File: src/rtl/gf180mcu_osu_sc_12t_latch_fifo.sv
// gf180mcu_osu_sc_12t_latch_fifo
//   WIDTH-bit, DEPTH-entry circular buffer with valid/ready handshakes on both
//   sides. With FLOWTHRU=1 an empty buffer is transparent: D reaches Q in the
//   same cycle, the way the original negative-level latch cell behaved.
//
// Ports
//   CLK    clock, all state updates on the rising edge
//   RST    synchronous active-high reset (pointers and COUNT only)
//   D      write data
//   DV     write valid
//   DR     write ready
//   Q      read data (head entry, or D during a flow-through cycle)
//   QV     read valid
//   QR     read ready
//   COUNT  number of stored entries
module gf180mcu_osu_sc_12t_latch_fifo #(
  parameter int unsigned WIDTH    = 8,
  parameter int unsigned DEPTH    = 4,
  parameter bit          FLOWTHRU = 1'b0,
  localparam int unsigned CW      = $clog2(DEPTH + 1),
  localparam int unsigned PW      = $clog2(DEPTH)
) (
  input  logic             CLK,
  input  logic             RST,
  input  logic [WIDTH-1:0] D,
  input  logic             DV,
  output logic             DR,
  output logic [WIDTH-1:0] Q,
  output logic             QV,
  input  logic             QR,
  output logic [CW-1:0]    COUNT
);

  logic [WIDTH-1:0] mem_q [DEPTH];
  logic [PW-1:0]    wp_q, wp_d;
  logic [PW-1:0]    rp_q, rp_d;
  logic [CW-1:0]    count_q, count_d;

  logic empty, full;
  logic bypass;
  logic push, pop;

  assign empty = (count_q == '0);
  assign full  = (count_q == CW'(DEPTH));

  // Flow-through transfer: data goes D->Q and is never stored.
  assign bypass = FLOWTHRU && empty && DV && QR;

  always_comb begin
    DR = ~full;
    QV = ~empty;
    Q  = '0;
    if (FLOWTHRU) begin
      // When full, a simultaneous pop frees the slot being written.
      DR = ~full | QR;
      QV = ~empty | DV;
    end
    if (!empty) begin
      Q = mem_q[rp_q];
    end else if (FLOWTHRU) begin
      Q = D;
    end
  end

  assign push = DV & DR & ~bypass;
  assign pop  = QR & ~empty;

  always_comb begin
    wp_d    = wp_q;
    rp_d    = rp_q;
    // Arithmetic update lets an unknown handshake poison COUNT in 4-state sims.
    count_d = count_q + CW'(push) - CW'(pop);
    if (push) begin
      wp_d = (wp_q == PW'(DEPTH - 1)) ? '0 : wp_q + 1'b1;
    end
    if (pop) begin
      rp_d = (rp_q == PW'(DEPTH - 1)) ? '0 : rp_q + 1'b1;
    end
  end

  always_ff @(posedge CLK) begin
    if (RST) begin
      wp_q    <= '0;
      rp_q    <= '0;
      count_q <= '0;
    end else begin
      wp_q    <= wp_d;
      rp_q    <= rp_d;
      count_q <= count_d;
    end
  end

  // Storage is not cleared by reset; a write in the reset cycle is discarded.
  always_ff @(posedge CLK) begin
    if (push && !RST) begin
      mem_q[wp_q] <= D;
    end
  end

  assign COUNT = count_q;

endmodule

File: config.mk
export PLATFORM = sky130hd
export DESIGN_NAME = gf180mcu_osu_sc_12t_latch_fifo
export DESIGN_NICKNAME = d
export VERILOG_FILES = /design/src/rtl/gf180mcu_osu_sc_12t_latch_fifo.sv
export SDC_FILE = /design/constraint.sdc
export NUM_CORES = 1
export LEC_CHECK = 0
export BUFFER_PORTS_ARGS = -buffer_cell sky130_fd_sc_hd__buf_2
export CAP_MARGIN = 20
export CORE_UTILIZATION = 50
export CTS_CLUSTER_DIAMETER = 60
export CTS_CLUSTER_SIZE = 12
export DETAILED_ROUTE_END_ITERATION = 10
export PLACE_DENSITY = 0.71
export SLEW_MARGIN = 15
export SYNTH_ARGS = -nofsm -noshare
export SYNTH_HDL_FRONTEND = slang
export SYNTH_SLANG_ARGS = --single-unit
File: constraint.sdc
create_clock -name CLK -period 2.7 [get_ports CLK]
set_clock_uncertainty 0.2 [all_clocks]
set_input_delay 0.405 -clock CLK [delete_from_list [all_inputs] [get_ports CLK]]
set_output_delay 0.405 -clock CLK [all_outputs]
set_load 0.005 [all_outputs]
Word-level counts from Yosys, hierarchy flattened:

Memory sizes are Yosys's and may differ from the RTL's. A register that Yosys moved wholly into a read port is not among the register bits.
Index checks and enable logic that the tools add are counted.

* register bits after elaboration: 7
* bits of input ports: 12
* RAM bits: 32
* word-level logic and storage cells: 25
* output and inout bits: 13
* memories kept: 1

Memories
* mem_q: words 4, bits a word 8, read ports 1, clocked after Yosys merged registers in 1, write ports 1, line 34 `logic [WIDTH-1:0] mem_q [DEPTH];`

* eq/ne operators: 3
* bitwise operators: 4
* reductions and logical operators: 3
* multiplexer cells: 7
* add/subtract/negate cells: 4

Operators with widths (number)
* $mux W2: 4
* $mux W8: 1
* $add A2 B1 Y2 const B: 2
* $eq A2 B2 Y1 const B: 2
* $add A3 B1 Y3: 1
* $eq A3 B3 Y1 const B: 1
* $logic_not A3 Y1: 1
* $sub A3 B1 Y3: 1
* $and A1 B1 Y1: 2
* $mux W1: 2
* $not A1 Y1: 2
* $logic_and A1 B1 Y1: 1
* $logic_not A1 Y1: 1

Depth between registers and ports, before layout:

Gate-level depths: netlist (run 1).

* depth in word-level cells: 6
* depth in mapped cells: 10
* depth with buffers taken out: 10

Least setup slack after synthesis (run 1):

Ideal clock, no wire load.

* path kind: flip-flop to flip-flop
* start point: register count_q[1], in the netlist COUNT[1]
* end point: register count_q[2], in the netlist COUNT[2]
* stages on the path, launching flop included: 11
* setup slack: 251 ps
* data arrival time: 2171 ps
* data required time: 2422 ps
* library setup time: 78 ps
* cells stage by stage: dfxtp_1 > o31ai_1 > inv_1 > ha_1 > inv_1 > ha_1 > inv_1 > fa_1 > xor2_1 > and2_2 > nor3_1

* cells in the longest elaborated chain, start to end: 5

Ends and longest elaborated chain
* start, declared: line 37 `logic [CW-1:0] count_q, count_d;`
* start signal, assigned: line 89 `count_q <= count_d;`
* $eq A3 B3 Y1: line 44 `assign full = (count_q == CW'(DEPTH));`
* $not A1 Y1: line 50 `DR = ~full;`
* $and A1 B1 Y1: line 65 `assign push = DV & DR & ~bypass;`
* $add A3 B1 Y3: line 72 `count_d = count_q + CW'(push) - CW'(pop);`
* $sub A3 B1 Y3 *: line 72

Every way passes the cells marked *; elsewhere a longest branch is shown, timed or not.
A chain may end at the register's enable or synchronous reset.

Worst setup path in the final report (run 1):

Same ends and word-level chain as after synthesis.

==> impl_results.md, run 1 <==
* Final Hold Viols at 0
* Initial antenna violation count at 0
* Antenna cells at 0
* Layout cell share with drive strength beyond 1 at 37.6%
* CORE AREA at approximately 3100 um^2
* Util after Layout at 62.4%
* Vias in the first global route at 886
* Die span in x at 60.2 um
* Startpoint Class: flop
* DRC viols at 0
* Post-synth ARST share at 0%
* Hold Crit Start: D[4]
* Number of setup buffers added after CTS at 0
* Die height at around 60 um
* CTS H-Tree Depth at 2
* Status: finished, final reports clean
* XOR/XNOR share of the synthesized area at less than 1%
* WL final at 2630 um
* Worst setup EP type: flop
* 1st-pass router iterations at 4
* Clk sinks at 41
* Final Net Count at roughly 150
* TritonCTS clock tree: built
* Relative slew slack at 58.1%
* Largest stage delay, worst path at about 0.42 ns
* Count of final max-slew check failures at 0
* Skew-Pair Late Insertion Delay at 0.34 ns
* Gr usage total at 17.3%
* Power Dens Cells at 803 nW/um^2
* Largest family of logic cells by synthesized area: multiplexers
* Clock buffer depth at 2
* RSZ-0062 raised after global routing: no
* Num rows at 20
* Post-route minimum period at 2.52 ns
* Worst-Margin Slew at 0.625 ns
* Routed via count at 885
* Syn. warnings at 0
* Crit Path Class: reg2reg
* Sequential-to-total area share from yosys stat at between 60% and 70%
* Predominant post-synthesis flop cell: edfxtp_1
* Cell count after synthesis at 99
* Syn_nets at approximately 120
* Met3 Usage GRT at 6.06%
* Crit-path cells: or3b_4 -> nand2_4 -> ha_1 -> inv_1 -> ha_1 -> inv_1 -> fa_1 -> xor2_1 -> and2_2 -> nor3_1
* Startpoint of the worst register-to-register path: COUNT[1]
* Leak at 0.742 nW
* Synth Cell Area at ~1700 um^2
* Grt ovf at 0
* Buffers & Inverters on Critical Path at 2
* Setup TNS at 0 ns
* Synth Area per Inst at 17.1 um^2
* Final setup viols at 0
* Maximum fanout along the worst path at 7
* Initial DRC count at 30
* Met1 usage at 21.2%
* Largest net degree at the start of global routing at 14
* Worst vdd ir at 0.000380 V
* HPWL after DPL at 1840 um
* Area Overhead vs Synth at 15.1%
* WL per Instance at about 15 um
* First-pass GRT wire length at 4170 um
* CTS Buf Count at 5
* Met2 usage at 27.2%
* Compound-gate portion of the synthesized area at 0.739%
* Post-DRT Antenna Nets at 0
* Clock Pin Slew Worst Setup and Hold Paths at approximately 0.11 ns
* Post-synthesis register bit count at 41
* Worst EP required at 2.76 ns
* Arr. time, crit path at roughly 2.6 ns
* I/O pin total at 25
* Number of fill cells at 238
* Clock root cell: clkbuf_4
* Yosys cell types at 24
* Adder-cell share of the synthesized area at 6.35%
* Via density at 5.00
* Busiest grt layer: met2
* Worst hold path class: in2reg
* GPL Wtd Cong at 0.676
* Initial Util at 54.2%
* Fmax achieved at 397 MHz
* Die Area at between 3000 and 4000 um^2
* Delay-heaviest family, CP: simple AND/OR/NAND/NOR gates
* CP max-delay cell: or3b_4
* Mux cell area share after synthesis at roughly 13%
* Synth Area in Simple Gates at between 10 and 15%
* Count of input and output buffers at 24
* Max Cap Violations at 0
* Final worst-path cycle share at between 90 and 100%
* Post-synth EDFFs at 32
* Crit path launch: COUNT[1]
[path summary, 6_finish.rpt]
path | endpoint | depth (start not counted) | slack [ns]
min reg2reg | rp_q[0] | 2 | 0.31
min | mem_q[3][4] | 1 | 0.07
max | COUNT[2] | 10 | 0.18
max reg2reg | COUNT[2] | 10 | 0.18
[cell usage after synthesis (2+ instances only)]
cell type,count,area [um^2]
clkbuf_1,2,7.51
edfxtp_1,32,961
nand2b_1,2,12.5
nor3_1,2,10.0
mux2i_1,2,20.0
nor2_1,4,15.0
inv_1,6,22.5
nor2b_1,9,56.3
mux4_2,8,180
nor3b_1,4,30.0
dfxtp_1,9,180
ha_1,7,87.6
[report_power, final]
group / total (mW) / internal (mW) / switching [mW] / leakage [nW]
sequential: 0.834 / 0.754 / 0.0796 / 0.365
clock: 0.280 / 0.100 / 0.180 / 0.0269
combinational: 0.453 / 0.257 / 0.196 / 0.350
total: 1.57 / 1.11 / 0.455 / 0.742
[sequential cells by signal, indices dropped and copies added (netlist names), named ones only]
signal / cells
rp_q: 2
COUNT: 3
wp_q: 2
mem_q: 32
[metrics by stage]
stage	power (mW)	setup slack [ns]	area [um^2]	hold slack [ns]	instances
floorplan	1.13	0.251	1690	0.263	99
global placement	1.29	0.241	1890	0.280	169
detailed placement	1.31	0.143	1890	0.292	169
CTS	1.59	0.110	1940	0.0554	177
global route	1.68	0.0247	1950	0.0538	177
finish	1.57	0.179	1950	0.0743	177
[placed cells by master, fill, tap and decap left out]
cell type,netlist,routed
mux2_4,1,1
mux2i_1,2,2
buf_2,1,24
a21oi_1,1,1
dfxtp_1,9,7
nand2_1,1,1
mux4_2,8,8
nor3_1,2,2
nor2_1,4,4
clkbuf_4,0,5
fa_1,1,1
or3b_4,1,1
clkinv_1,0,1
nor3_2,1,1
nand2_4,1,1
inv_1,6,6
ha_1,7,7
clkbuf_1,2,2
edfxtp_1,32,32
o31ai_2,0,1
xor2_1,1,1
dfxtp_2,0,2
and2_2,1,1
or3_1,1,1
buf_4,0,5
nor3b_1,4,4
nand2b_1,2,2
nor2b_1,9,9
[area by class of cell]
cell class	count	area (um^2)	area share, %
sequential	41	1140	58.6
multi-input combinational	49	523	26.8
timing repair buffer	29	158	8.08
tap	44	55.1	2.82
clock buffer	7	45.0	2.31
inverter	6	22.5	1.15
clock inverter	1	3.75	0.192
[routing by layer]
| metal | vias up | part of all wire, % |
|---|---|---|
| met4 | 0 | 2.1 |
| met5 | - | 0 |
| li1 | 435 | - |
| met3 | 6 | 4.2 |
| met1 | 427 | 46 |
| met2 | 17 | 48 |
[logic make-up after synthesis]
group | after synthesis
AOI/OAI and AO/OA | 2
xor gates and xnor gates | 1
adders and majority gates | 8
buffers and inverters | 9
DFF | 41
muxes | 11
and+or+nand+nor | 27
[repair_timing]
item / CTS / global route
setup endpoints to repair: 0 / 1
resized for setup: 0 / 3
hold buffers: 0 / 0
(Power assumes the default switching activity.)
==> run 2, diff against run 1 <==
==> constraint.sdc (replaced) <==
create_clock -name CLK -period 2.7 [get_ports CLK]
set_clock_uncertainty 0.2 [all_clocks]
set_input_delay 0.135 -clock CLK [delete_from_list [all_inputs] [get_ports CLK]]
set_output_delay 0.135 -clock CLK [all_outputs]
set_load 0.005 [all_outputs]
==> run 2 against run 1 <==
Die area is the same. Largest power group unchanged. Highest routed layer unchanged. Combinational power grew 2%. Routed wire length increased by 4.0%. First-iteration DRC count grew 3.3%. Clock power about the same.
==> impl_results.md, run 2 (synthesized netlist as in run 1, its figures left out) <==
* Instance count on the critical path at 10
* Die Area at about 3600 um^2
* Final Hold Viols at 0
* CORE AREA at 3130 um^2
* Clock buffer depth at 2
* Startpoint of the worst register-to-register path: COUNT[1]
* Initial Util at about 54%
* Die span in x at 60.2 um
* Setup TNS at 0 ns
* Worst setup endpoint: COUNT[2]
* Initial antenna violation count at 0
* Largest register by flop count: mem_q
* Final Net Count at around 160
* Post-route worst setup slack at about 0.17 ns
* R2R cell count at 10
* 1st-pass router iterations at 4
* Largest net degree at the start of global routing at 14
* Largest stage delay, worst path at about 0.43 ns
* Reg2reg setup slack at ~0.17 ns
* Clk sinks at 41
* Crit Path Class: reg2reg
* Relative slew slack at 57.7%
* Worst setup EP type: flop
* Num rows at 20
* Count of input and output buffers at 24
* Maximum fanout along the worst path at 7
* Power Dens Cells at between 700 and 800 nW/um^2
* Clock Pin Slew Worst Setup and Hold Paths at roughly 0.11 ns
* Final worst-path cycle share at between 90% and 100%
* HPWL after DPL at 1840 um
* Status: finished, final reports clean
* Post-route minimum period at 2.53 ns
* Final hold slack at just under 0.1 ns
* Delay-heaviest family, CP: simple AND/OR/NAND/NOR gates
* Gr usage total at approximately 18%
* Comb pwr share at 29.4%
* Switching Fraction at 29.1%
* Antenna cells at 0
* TritonCTS clock tree: built
* Max Cap Violations at 0
* Fmax achieved at 396 MHz
* Crit path launch: COUNT[1]
* Skew-Pair Late Insertion Delay at 0.34 ns
* Worst-Margin Slew at 0.631 ns
* Clock power frac at 17.8%
* WL final at between 2000 and 3000 um
* Clock root cell: clkbuf_4
* RR Endpoint: COUNT[2]
* I/O pin total at 25
* Final Non-Filler Cells at 187
* Most frequent cells in the layout: edfxtp_1, buf_2, dlygate4sd3_1
* Power, Total at 1.58 mW
* GPL Wtd Cong at 0.676
* Routed via count at 924
* CTS H-Tree Depth at 2
* Buffers & Inverters on Critical Path at 2
* Area Overhead vs Synth at 20.8%
* Count of final max-slew check failures at 0
* Die height at 60.2 um
* Crit-path cells: or3b_4 -> nand2_4 -> ha_1 -> inv_1 -> ha_1 -> inv_1 -> fa_1 -> xor2_1 -> and2_2 -> nor3_1
* Commonest non-fill, non-tap cell in the layout: edfxtp_1
* Worst EP required at ~2.8 ns
* Layout cell share with drive strength beyond 1 at approximately 34%
* DRC viols at 0
* Pre-CTS setup slack at 0.143 ns
* P_sw at about 0.46 mW
* Share of total power in sequential cells at between 50 and 60%
* Max reg flops at 32
* Int Power at 1.12 mW
* Placed Instances at 169
* First-pass GRT wire length at about 4300 um
* RSZ-0062 raised after global routing: no
* Initial DRC count at 31
* WL per Instance at between 10 and 15 um
* Vias in the first global route at 930
* Placed Area at approximately 1900 um^2
* Via density at 4.94
* Startpoint Class: flop
* Final Instance Area at ~2000 um^2
* Util after Layout at around two thirds
* Leak at ~0.8 nW
* Grt ovf at 0
* Worst hold path class: in2reg
* Final setup viols at 0
* CTS Buf Count at 5
* Worst vdd ir at 0.000402 V
* Arr. time, crit path at 2.59 ns
* Post-DRT Antenna Nets at 0
* CP max-delay cell: or3b_4
## run 2: cell count changes in the layout (fill, tap and decap cells not counted)
cell	delta
dlygate4sd3_1	+10
o31ai_1	+1
o31ai_2	-1
## run 2: worst min-delay path by stage
stage	start	end	slack, ns	cells past startpoint
floorplan	D[0]	mem_q[0][0]	0.03	0
global placement	D[5]	mem_q[1][5]	0.15	1
detailed placement	D[7]	mem_q[2][7]	0.16	1
CTS	QR	rp_q[0]	0.08	5
global route	QR	rp_q[0]	0.11	5
finish	QR	rp_q[0]	0.1	5
## run 2: per-layer routing
layer / global-route usage, % / up-vias / wire length, um
li1: - / 454 / -
met1: 21.2 / 445 / 1210
met2: 29.2 / 19 / 1360
met3: 5.84 / 6 / 113
met4: 7.97 / 0 / 56
met5: 0 / - / 0
## run 2: cell type report
| cell class | instances | area (um^2) |
|---|---|---|
| clock buffers | 7 | 45.0 |
| inverters | 6 | 22.5 |
| multi-input cells | 49 | 518 |
| fillers | 231 | 1080 |
| well taps | 44 | 55.1 |
| clock inverters | 1 | 3.75 |
| flip-flops and latches | 41 | 1140 |
| repair buffers | 39 | 258 |
## run 2: power groups by stage
stage	registers [mW]	clock network, mW	logic [mW]
final	0.832	0.281	0.464
after global routing	0.847	0.315	0.529
after CTS	0.832	0.291	0.474
after detailed placement	0.846	0	0.460
after global placement	0.841	0	0.450
after floorplan	0.805	0	0.323
## run 2: timing repair
item	CTS	global route
buffers inserted	0	0
hold endpoints to repair	41	0
endpoints found under the setup margin	0	1
hold buffers	10	0
resized for setup	0	2
## run 2: worst reg2reg max path, stage by stage, from the launching register on
cell     delay, ns
dfxtp_2       0.38
or3b_4        0.43
nand2_4       0.12
ha_1          0.24
inv_1         0.06
ha_1          0.13
inv_1         0.05
fa_1          0.37
xor2_1        0.16
and2_2        0.19
nor3_1        0.13
